==> src/rtl/music_pkg.sv <==
// rtl/music_pkg.sv - shared constants and state type for the tone generator
package music_pkg;

   localparam int DEF_CLK_HZ = 50_000_000;
   localparam int DEF_FREQ_W = 32;

   typedef enum logic [1:0] {
      IDLE   = 2'd0,
      DIVIDE = 2'd1,
      RUN    = 2'd2
   } tone_state_t;

endpackage

==> src/rtl/seq_divider.sv <==
// rtl/seq_divider.sv - unsigned restoring divider, one quotient bit per clock
// quotient/done are valid combinationally during the last iteration cycle so the
// caller can capture the result on the same edge that retires the final bit.
module seq_divider #(
   parameter int W = 32
) (
   input  logic         clk,
   input  logic         reset,
   input  logic         start,
   input  logic [W-1:0] dividend,
   input  logic [W:0]   divisor,
   output logic [W-1:0] quotient,
   output logic         done
);

   localparam int CNT_W = $clog2(W + 1);

   logic [W:0]       rem_q, rem_d;
   logic [W-1:0]     quo_q, quo_d;
   logic [W:0]       div_q, div_d;
   logic [CNT_W-1:0] cnt_q, cnt_d;
   logic             run_q, run_d;

   logic [W+1:0]     shifted;
   logic [W+1:0]     trial;
   logic             qbit;
   logic [W:0]       rem_next;
   logic             last;

   always_comb begin
      shifted  = {rem_q, quo_q[W-1]};
      trial    = shifted - {1'b0, div_q};
      qbit     = ~trial[W+1];
      rem_next = qbit ? trial[W:0] : shifted[W:0];
      last     = (cnt_q == CNT_W'(W - 1));
      quotient = {quo_q[W-2:0], qbit};
      done     = run_q && last;
   end

   // quo_q shifts dividend bits out of the top and quotient bits in at the bottom
   always_comb begin
      rem_d = rem_q;
      quo_d = quo_q;
      div_d = div_q;
      cnt_d = cnt_q;
      run_d = run_q;
      if (start) begin
         rem_d = '0;
         quo_d = dividend;
         div_d = divisor;
         cnt_d = '0;
         run_d = 1'b1;
      end else if (run_q) begin
         rem_d = rem_next;
         quo_d = quotient;
         cnt_d = cnt_q + CNT_W'(1);
         run_d = !last;
      end
   end

   always_ff @(posedge clk) begin
      if (reset) begin
         rem_q <= '0;
         quo_q <= '0;
         div_q <= '0;
         cnt_q <= '0;
         run_q <= 1'b0;
      end else begin
         rem_q <= rem_d;
         quo_q <= quo_d;
         div_q <= div_d;
         cnt_q <= cnt_d;
         run_q <= run_d;
      end
   end

endmodule

==> src/rtl/tone_gen.sv <==
// rtl/tone_gen.sv - 50% duty square-wave tone generator driven by a frequency in Hz
module tone_gen
   import music_pkg::*;
#(
   parameter int CLK_HZ = DEF_CLK_HZ,
   parameter int FREQ_W = DEF_FREQ_W
) (
   input  logic              clk,
   input  logic              reset,
   input  logic [FREQ_W-1:0] note_freq,
   input  logic              enable,
   output logic              tone_out,
   output logic              busy,
   output logic [FREQ_W-1:0] half_period
);

   tone_state_t       state_q, state_d;
   logic [FREQ_W-1:0] freq_q, freq_d;
   logic [FREQ_W-1:0] cnt_q, cnt_d;
   logic [FREQ_W-1:0] hp_q, hp_d;
   logic              tone_q, tone_d;
   logic              busy_q, busy_d;

   logic              chg;
   logic              start;
   logic [FREQ_W-1:0] quotient;
   logic              div_done;

   assign chg   = (note_freq != freq_q);
   assign start = chg && (note_freq != '0);

   seq_divider #(.W(FREQ_W)) u_div (
      .clk      (clk),
      .reset    (reset),
      .start    (start),
      .dividend (FREQ_W'(CLK_HZ)),
      .divisor  ({note_freq, 1'b0}),
      .quotient (quotient),
      .done     (div_done)
   );

   always_ff @(posedge clk) begin
      if (reset) begin
         state_q <= IDLE;
         freq_q  <= '0;
         cnt_q   <= '0;
         hp_q    <= '0;
         tone_q  <= 1'b0;
         busy_q  <= 1'b0;
      end else begin
         state_q <= state_d;
         freq_q  <= freq_d;
         cnt_q   <= cnt_d;
         hp_q    <= hp_d;
         tone_q  <= tone_d;
         busy_q  <= busy_d;
      end
   end

   // a frequency change outranks divide completion, discarding a pending result
   always_comb begin
      state_d = state_q;
      if (chg) begin
         state_d = (note_freq != '0) ? DIVIDE : IDLE;
      end else if (state_q == DIVIDE && div_done) begin
         state_d = RUN;
      end
   end

   always_comb begin
      freq_d = freq_q;
      cnt_d  = cnt_q;
      hp_d   = hp_q;
      tone_d = tone_q;
      busy_d = busy_q;
      if (chg) begin
         freq_d = note_freq;
         tone_d = 1'b0;
         cnt_d  = '0;
         busy_d = (note_freq != '0);
         if (note_freq == '0) hp_d = '0;
      end else begin
         case (state_q)
            DIVIDE: begin
               tone_d = 1'b0;
               if (div_done) begin
                  hp_d   = (quotient == '0) ? FREQ_W'(1) : quotient;
                  busy_d = 1'b0;
                  cnt_d  = '0;
               end
            end
            RUN: begin
               if (!enable) begin
                  tone_d = 1'b0;
                  cnt_d  = '0;
               end else if (cnt_q == hp_q - FREQ_W'(1)) begin
                  tone_d = ~tone_q;
                  cnt_d  = '0;
               end else begin
                  cnt_d = cnt_q + FREQ_W'(1);
               end
            end
            default: tone_d = 1'b0;
         endcase
      end
   end

   assign tone_out    = tone_q;
   assign busy        = busy_q;
   assign half_period = hp_q;

endmodule

==> config.mk <==
export PLATFORM = sky130hd
export DESIGN_NAME = tone_gen
export DESIGN_NICKNAME = d
export VERILOG_FILES = /design/src/rtl/music_pkg.sv /design/src/rtl/seq_divider.sv /design/src/rtl/tone_gen.sv
export SDC_FILE = /design/constraint.sdc
export NUM_CORES = 1
export LEC_CHECK = 0
export ABC_AREA = 1
export BUFFER_PORTS_ARGS = -buffer_cell sky130_fd_sc_hd__buf_2
export CORE_ASPECT_RATIO = 1.5
export CORE_MARGIN = 10
export CORE_UTILIZATION = 30
export CTS_CLUSTER_SIZE = 24
export DETAILED_ROUTE_END_ITERATION = 12
export GPL_TIMING_DRIVEN = 0
export PLACE_DENSITY = 0.57
export SYNTH_ARGS = -nofsm -noshare
export SYNTH_HDL_FRONTEND = slang
export SYNTH_SLANG_ARGS = --single-unit
export TNS_END_PERCENT = 50
==> constraint.sdc <==
create_clock -name clk -period 3.5 [get_ports clk]
set_clock_uncertainty 0.15 [all_clocks]
set_input_delay 0.7 -clock clk [delete_from_list [all_inputs] [get_ports clk]]
set_output_delay 0.7 -clock clk [all_outputs]
set_load 0.1 [all_outputs]
==> results of run 1 <==
state kept, by name (all words and copies together) (netlist names), 2 cells and up:
name	count
u_div.cnt_q	6
u_div.quo_q	32
cnt_q	32
freq_q	32
state_q	2
half_period	32
u_div.rem_q	33
u_div.div_q	32
layer usage:
metal | share of wire, % | vias up | global-route usage (%)
li1 | - | 6271 | -
met1 | 36 | 5619 | 15.85
met2 | 56 | 272 | 33.42
met3 | 3.3 | 80 | 1.618
met4 | 4.5 | 0 | 7.625
met5 | 0 | - | 0
stage by stage:
stage	cells	setup TNS (ps)	hold WS, ps	worst slack [ps]
floorplan	1887	0	285.4	232.7
global placement	2466	-699.1	307.1	-99.12
detailed placement	2466	-595.5	308.1	-96.70
CTS	2506	0	263.1	6.676
global route	2508	0	283.8	3.695
finish	2508	0	274.4	181.0
layout make-up:
class	instances	area [um^2]	area share (%)
multi-input combinational	1368	7103	50.06
sequential	204	4084	28.78
inverter	242	908.4	6.402
tap	511	639.4	4.506
clock buffer	31	614.3	4.329
timing repair buffer	70	355.3	2.504
buffer	73	329.1	2.319
clock inverter	9	156.4	1.102
power by group:
part	switching (uW)	internal (uW)	total (uW)
clock	1020	1460	2480
sequential	28.6	2370	2400
combinational	270	132	402
cells in the final DEF (no fill, tap or decap), drive strengths merged:
cell	n
a211oi	14
a21boi	5
a21o	6
a21oi	104
a22o	1
a31o	1
a31oi	8
and2	2
and3	4
buf	91
bufinv	3
clkbuf	83
clkinv	7
clkinvlp	3
dfxtp	204
fa	1
ha	35
inv	238
nand2	445
nand3	129
nand3b	24
nand4	49
nor2	261
nor2b	1
nor3	18
nor3b	1
nor4	16
o2111ai	2
o211ai	5
o21a	2
o21ai	108
o21bai	10
o22ai	1
o31ai	1
or2	9
xnor2	48
xor2	57
worst max-delay path: cells and delay by family, from the launching register on:
| family | cells | cell delay (ps) |
|---|---|---|
| flops | 1 | 310 |
| simple gates | 11 | 1420 |
| buf+inv | 3 | 390 |
| compound gates | 2 | 370 |
| fa+ha+maj | 2 | 620 |
logic make-up after synthesis:
logic type,Yosys count
AO/OA/AOI/OAI,268
buffers and inverters,315
flip-flops,204
AND/OR/NAND/NOR,959
XOR/XNOR,105
adder cells (fa/ha/maj),36
what timing repair did:
item                       4_1_cts  5_1_grt
setup endpoints to repair        1       62
pin swaps                        0        1
resized for setup                1        8
buffers inserted                 0        2
hold buffers                     0        0
cells in the mapped netlist, types with 16 or more instances:
| cell type | n | area [um^2] |
|---|---|---|
| a21oi_1 | 104 | 520.5 |
| clkbuf_1 | 47 | 176.4 |
| dfxtp_1 | 204 | 4084 |
| ha_1 | 35 | 437.9 |
| inv_1 | 236 | 885.9 |
| nand2_1 | 438 | 1644 |
| nand3_1 | 119 | 595.6 |
| nand3b_1 | 23 | 172.7 |
| nand4_1 | 49 | 306.5 |
| nor2_1 | 248 | 930.9 |
| nor3_1 | 17 | 85.08 |
| nor4_1 | 16 | 100.1 |
| o21ai_0 | 101 | 505.5 |
| xnor2_1 | 48 | 420.4 |
| xor2_1 | 57 | 499.2 |
path summary, 6_finish.rpt:
path | slack, ps | end | start | depth (start not counted)
setup reg to reg | 180 | u_div.rem_q[25] | u_div.rem_q[0] | 18
hold / removal | 270 | freq_q[2] | note_freq[2] | 3
setup / recovery | 180 | u_div.rem_q[25] | u_div.rem_q[0] | 18
hold reg to reg | 310 | u_div.div_q[32] | u_div.div_q[32] | 2
==> flow_summary.toml, run 1 <==
[drt]
wl_per_cell_um = 16.57
wl_um = 41570
routed-via-count = 12240
drcViolationCount = 0
vias_per_cell = 4.881
dr.pass1.iters = 5
ant_nets = 0
drt_iter0_drc = 657

[layout]
nFillCells = 4487
antenna_cells = 0
layout-drive-gt1-share_pct = 8.463
final_cell_area_um2 = 14190
final_core_util_pct = 34.62
final_nets = 2052
syn2layout_area_growth_pct = 14.43

[power_and_ir_drop]
p_per_area_nw_per_um2 = 372.5
leakage_uw = 0.006440
peakVddDrop_mv = 0.2851
totalPowerFinal_uw = 5285

[global_routing]
grt_pass1_vias = 12040
grt_antenna_before_repair = 0
grt_first_pass_wirelength_um = 64520
grt_max_degree = 15
grt_util_all_layers_pct = 16.42
grt_overflow_total = 0

[outcome]
status = "completed"

[placed_design]
numPortBuffers = 68
place.gp.congestion = 0.9167
hpwl_um = 33950
placed_area_um2 = 13380

[flow_run]
maxCapViolCount = 0

[critical_path]
cp-end-kind = "flop"
critPathKind = "reg -> reg"
worstPathRequired_ps = 3840
crit_fanout = 10
path_cells = "inv_1 -> ha_1 -> fa_1 -> nand3b_1 -> nand2_1 -> a21oi_2 -> o21ai_2 -> nand2_1 -> nand2_1 -> nand2_1 -> nand2_1 -> nand2_1 -> nand2_2 -> clkbuf_4 -> nand3_1 -> nand3_1 -> nand2_1 -> inv_1"
crit_top_cell = "nand2_1"
cpMaxStageDelayCell = "fa_1"
start_kind = "flop"
arrival_ps = 3660
crit_path_max_incr_delay_ps = 410

[floorplanning]
fp.dieH_um = 269.0
initial_utilization_pct = 30.25
ios = 69
std_cell_rows = 91
design.core.area_um2 = 40990
die_area_um2 = 50030
dieWidth_um = 186

[sta]
final-setup-viol-count = 0
fin_crit_sh_pct = 94.83
fin_crit_ps = 3319
rsz0062_at_grt = "no"
relSlewSlack_pct = 52.73
fmax_ghz = 0.3013
max_slew.worst_pin.slew_ps = 701.7
hold_violations = 0
slew_viol_final = 0

[logic_synthesis]
synth_compound_area_share_pct = 11.93
yosys.area_share.simple_pct = 34.13
synth_area_um2 = 12400
synth.area.mux_share_pct = 0
ys_seq_elements = 204
synth_nets = 1958
synth_xor_area_share_pct = 7.416
synth_area_per_cell_um2 = 6.572
async_reset_ff_share_pct = 0
yosys_warnings = 0
synth-edff-count = 0
yosys_most_used_dff = "dfxtp_1"
synth_fa_ha_area_share_pct = 3.693
synth_top_family_by_area = "simple AND/OR/NAND/NOR gates"
ys_seq_area_share_pct = 32.93
synth_cell_types = 53
netlist_instances = 1887

[clock_tree]
clk_latency_ps = 540
clk_pin_slew_ps = 70
cts_tree = "yes"
numCtsBuffers = 22
ctsHtreeMaxLevel = 1
clk_path_buf_depth = 3
clock_sinks = 204
cts_root_buffer = "clkbuf_16"

[worst_hold_path]
hold_path.class = "in -> reg"
No activity file was read; power rests on OpenSTA's default activity.
==> run 2: changes to the inputs <==
- PLACE_DENSITY: 0.57 -> not set
- PLACE_DENSITY_LB_ADDON: not set -> 0.3
==> flow_summary.toml, run 2 (same netlist as run 1, synthesis figures left out) <==
[floorplanning]
die_area_um2 = 50030
dieWidth_um = 186
ios = 69
design.core.area_um2 = 40990
fp.dieH_um = 269.0
initial_utilization_pct = 30.25
std_cell_rows = 91

[layout]
layout_common_cells = "nand2_1, nor2_1, inv_1"
antenna_cells = 0
final_common_cell = "nand2_1"
final_nets = 2053
final_cell_area_um2 = 14180
layout-drive-gt1-share_pct = 8.559
largest_register_ffs = 33
regMostFlops = "u_div.rem_q"
syn2layout_area_growth_pct = 14.33

[drt]
routed-via-count = 12310
dr.pass1.iters = 8
ant_nets = 0
drcViolationCount = 0
wl_um = 41350
vias_per_cell = 4.904
wl_per_cell_um = 16.48
drt_iter0_drc = 691

[power_and_ir_drop]
leakage_uw = 0.006455
peakVddDrop_mv = 0.3484
p_per_area_nw_per_um2 = 375.3

[sta]
relSlewSlack_pct = 51.64
max_slew.worst_pin.slew_ps = 717.8
fmax_ghz = 0.3034
fin_crit_ps = 3296
slew_viol_final = 0
hold_slack_ps = 272.8
rsz0062_at_grt = "no"
fin_setup_tns_ps = 0
fin_crit_sh_pct = 94.16
final-setup-viol-count = 0
hold_violations = 0

[clock_tree]
numCtsBuffers = 23
cts_hold_buf = 0
clock_sinks = 204
clk_path_buf_depth = 3
clk_pin_slew_ps = 60
cts_tree = "yes"
ctsHtreeMaxLevel = 1
clk_latency_ps = 550
cts_root_buffer = "clkbuf_16"

[global_routing]
grt_first_pass_wirelength_um = 64930
grt_antenna_before_repair = 0
use_met3_pct = 1.713
gr-usage-met2_pct = 32.56
grt-busiest-layer = "met2"
grt_pass1_vias = 12410
grt_overflow_total = 0
grt_util_all_layers_pct = 16.52
grt_use_met1_pct = 15.63
grt_max_degree = 15

[placed_design]
numPortBuffers = 68
hpwl_um = 33840
place.gp.congestion = 0.9473
placed_area_um2 = 13380

[critical_path]
crit_fanout = 10
arrival_ps = 3560
critPathKind = "reg -> reg"
r2r_start = "u_div.rem_q[0]"
rrSetupSlack_ps = 200
cp-end-kind = "flop"
critPathLaunch = "u_div.rem_q[0]"
worstPathRequired_ps = 3760
start_kind = "flop"

[outcome]
status = "completed"

[worst_hold_path]
hold_path.class = "in -> reg"
holdCritStartpoint = "note_freq[9]"

[flow_run]
maxCapViolCount = 0
==> run 2: changes by cell type in the layout (fill, tap and decap cells not counted), sizes merged <==
cell	previous run	this run
buf	91	93
clkbuf	83	77
inv	238	240
clkinv	7	10
==> run 2: layout make-up <==
cell class / instances / area, um^2
multi-input cells: 1368 / 7092
plain buffers: 73 / 324.1
clock buffers: 27 / 600.6
flip-flops and latches: 204 / 4084
repair buffers: 70 / 355.3
inverters: 242 / 908.4
fillers: 4495 / 26810
well taps: 511 / 639.4
clock inverters: 14 / 173.9
==> run 2: metrics by stage <==
step	utilization (%)	total power [uW]	setup slack, ps	cells
floorplan	-	2713	232.7	1887
global placement	32.64	2850	3.309	2466
detailed placement	32.64	2855	2.469	2466
CTS	34.53	5385	173.9	2507
global route	34.59	5540	8.692	2509
finish	34.59	5321	204.3	2509
==> run 2: per-layer routing <==
metal,up-vias,share of wire (%)
li1,6266,-
met1,5646,35
met2,286,55
met3,107,3.5
met4,0,6.4
met5,-,0
==> run 2: final timing paths <==
path                    end  cells after the start
max          half_period[0]                     15
min               freq_q[9]                      3
max reg2reg  half_period[0]                     15
min reg2reg  half_period[7]                      2
==> run 2: report_power, final <==
| group | leakage, uW | switching, uW | internal [uW] |
|---|---|---|---|
| clock | 0.000376 | 1050 | 1470 |
| combinational | 0.00441 | 271 | 132 |
| sequential | 0.00167 | 28.4 | 2370 |
==> run 2: critical path, stage by stage, from the launching register on <==
cell and delay [ps]:
dfxtp_1 310, inv_1 60, ha_1 210, fa_1 410, nand3b_1 180, nand2_1 150, a21oi_1 180, o21ai_2 240
nand2_1 100, nand2_1 130, nand2_1 110, nand3_1 90, nand2_1 160, buf_2 260, o21ai_0 290, o21ai_0 130
==> run 2: timing repair <==
item / 4_1_cts / 5_1_grt
setup endpoints to repair: 0 / 40
hold endpoints to repair: 0 / 0
buffers inserted: 0 / 2
resized for setup: 0 / 3
==> run 3: changes to the inputs <==
- BUFFER_PORTS_ARGS: -buffer_cell sky130_fd_sc_hd__buf_2 -> not set
- DONT_BUFFER_PORTS: not set -> 1
==> flow_summary.toml, run 3 (same netlist as run 1, synthesis figures left out) <==
[global_routing]
grt_first_pass_wirelength_um = 65430
grt_util_all_layers_pct = 16.81
grt_antenna_before_repair = 0
grt_max_degree = 13
grt_pass1_vias = 11930
grt_overflow_total = 0

[clock_tree]
cts_hold_buf = 0
clk_pin_slew_ps = 60
cts_tree = "yes"
ctsHtreeMaxLevel = 1
cts_root_buffer = "clkbuf_16"
clk_latency_ps = 540
clk_path_buf_depth = 3
clock_sinks = 204
numCtsBuffers = 24

[sta]
fin_crit_ps = 3334
hold_violations = 0
fmax_ghz = 0.2999
relSlewSlack_pct = 17.95
max_slew.worst_pin.slew_ps = 1229
setup_ws_ps = 166.1
fin_crit_sh_pct = 95.25
final-setup-viol-count = 0
hold_slack_ps = 123.2
slew_viol_final = 0

[drt]
drt_iter0_drc = 701
ant_nets = 0
vias_per_cell = 4.917
drcViolationCount = 0
wl_um = 42370
wl_per_cell_um = 17.36
dr.pass1.iters = 5
routed-via-count = 12000

[layout]
stdcell_count = 2441
layout-drive-gt1-share_pct = 5.907
final_nets = 1986
largest_register_ffs = 33
final_common_cell = "nand2_1"
regMostFlops = "u_div.rem_q"
final_cell_area_um2 = 13870
antenna_cells = 0
layout_common_cells = "nand2_1, nor2_1, inv_1"
nFillCells = 4543
syn2layout_area_growth_pct = 11.85
multi_input_area_um2 = 7092
regArea_um2 = 4103

[power_and_ir_drop]
switching_share_pct = 24.64
netSwitchingPower_uw = 1309
pwr-share-clk_pct = 47.7
peakVddDrop_mv = 0.3234
combPwrFrac_pct = 7.0
leakage_uw = 0.006149
seqPwrFrac_pct = 45.3
p_per_area_nw_per_um2 = 383.2
p_int_uw = 4006

[floorplanning]
std_cell_rows = 91
design.core.area_um2 = 40990
initial_utilization_pct = 30.25
die_area_um2 = 50030
ios = 69
dieWidth_um = 186
fp.dieH_um = 269.0

[critical_path]
rrSetupSlack_ps = 170
start_kind = "flop"
arrival_ps = 3590
critPathLaunch = "u_div.rem_q[0]"
crit_path_max_incr_delay_ps = 400
critPathCapture = "half_period[0]"
r2r_start = "u_div.rem_q[0]"
reg2reg_to = "half_period[0]"
crit_fanout = 10
path_cells = "inv_1 -> ha_1 -> fa_1 -> nand3b_1 -> nand2_1 -> a21oi_1 -> o21ai_2 -> nand2_1 -> nand2_1 -> nand2_1 -> nand3_1 -> nand2_1 -> clkbuf_4 -> o21ai_0 -> o21ai_0"
worstPathRequired_ps = 3750
cpMaxStageDelayCell = "fa_1"
crit_top_cell = "nand2_1"
reg2regPathDepth = 15
cp-end-kind = "flop"
critPathKind = "reg -> reg"

[worst_hold_path]
holdCritStartpoint = "note_freq[31]"
hold_path.class = "in -> reg"
hold_depth = 2

[placed_design]
dp_cells = 2398
placed_area_um2 = 13040
dp_slack_ps = -477.8
numPortBuffers = 0
hpwl_um = 34470
place.gp.congestion = 0.8973

[outcome]
status = "completed"

[flow_run]
maxCapViolCount = 0
-- run 3: cell count changes in the layout (fill, tap and decap cells not counted), sizes merged --
cell and change:
clkinv -2, bufinv -1, inv -1, clkinvlp -3
buf -68, clkbuf +7
-- run 3: metrics by stage --
stage | total power (uW) | utilization, % | TNS [ps]
finish | 5315 | 33.84 | 0
global route | 5505 | 33.84 | -1.941
CTS | 5373 | 33.77 | 0
detailed placement | 2828 | 31.81 | -13710
global placement | 2824 | 31.81 | -13160
floorplan | 2713 | - | 0
-- run 3: power by group through the flow --
| stage | sequential, uW | combinational [uW] | clock [uW] |
|---|---|---|---|
| finish | 2410 | 372 | 2540 |
| global route | 2410 | 420 | 2670 |
| CTS | 2410 | 372 | 2590 |
| detailed placement | 2460 | 371 | 0 |
| global placement | 2460 | 367 | 0 |
| floorplan | 2450 | 265 | 0 |
-- run 3: layout make-up --
| type | count | share of cell area (%) |
|---|---|---|
| Clock buffer | 34 | 4.962 |
| Sequential cell | 204 | 29.58 |
| Inverter | 242 | 6.549 |
| Multi-Input combinational cell | 1368 | 51.13 |
| Clock inverter | 7 | 0.7217 |
| Tap cell | 511 | 4.610 |
| Buffer | 73 | 2.336 |
| Timing Repair Buffer | 2 | 0.1083 |
-- run 3: how the worst min path moves through the flow --
stage	to	slack, ps
after floorplan	u_div.div_q[26]	290
after global placement	state_q[1]	320
after detailed placement	u_div.cnt_q[1]	330
after CTS	freq_q[31]	100
after global routing	freq_q[31]	110
final	freq_q[31]	120
-- run 3: critical path: cells and delay by family (launching register included) --
family                     cells  cell delay, ps
AOI/OAI and AO/OA              4             810
adders and majority gates      2             620
buffers and inverters          2             350
DFF                            1             300
and+or+nand+nor                7             970
-- run 3: what timing repair did --
| item | in CTS | in global routing |
|---|---|---|
| pin swaps | 0 | 1 |
| setup endpoints to repair | 33 | 76 |
| setup buffers | 0 | 2 |
| resized for setup | 12 | 5 |
-- run 3: routing by layer --
metal  vias up  wire, um  global-route usage [%]
met4         0      2518                   9.723
met2       253     23360                   33.47
met1      5510     15170                   15.97
li1       6134         -                       -
met5         -         0                       0
met3       105      1316                   1.901
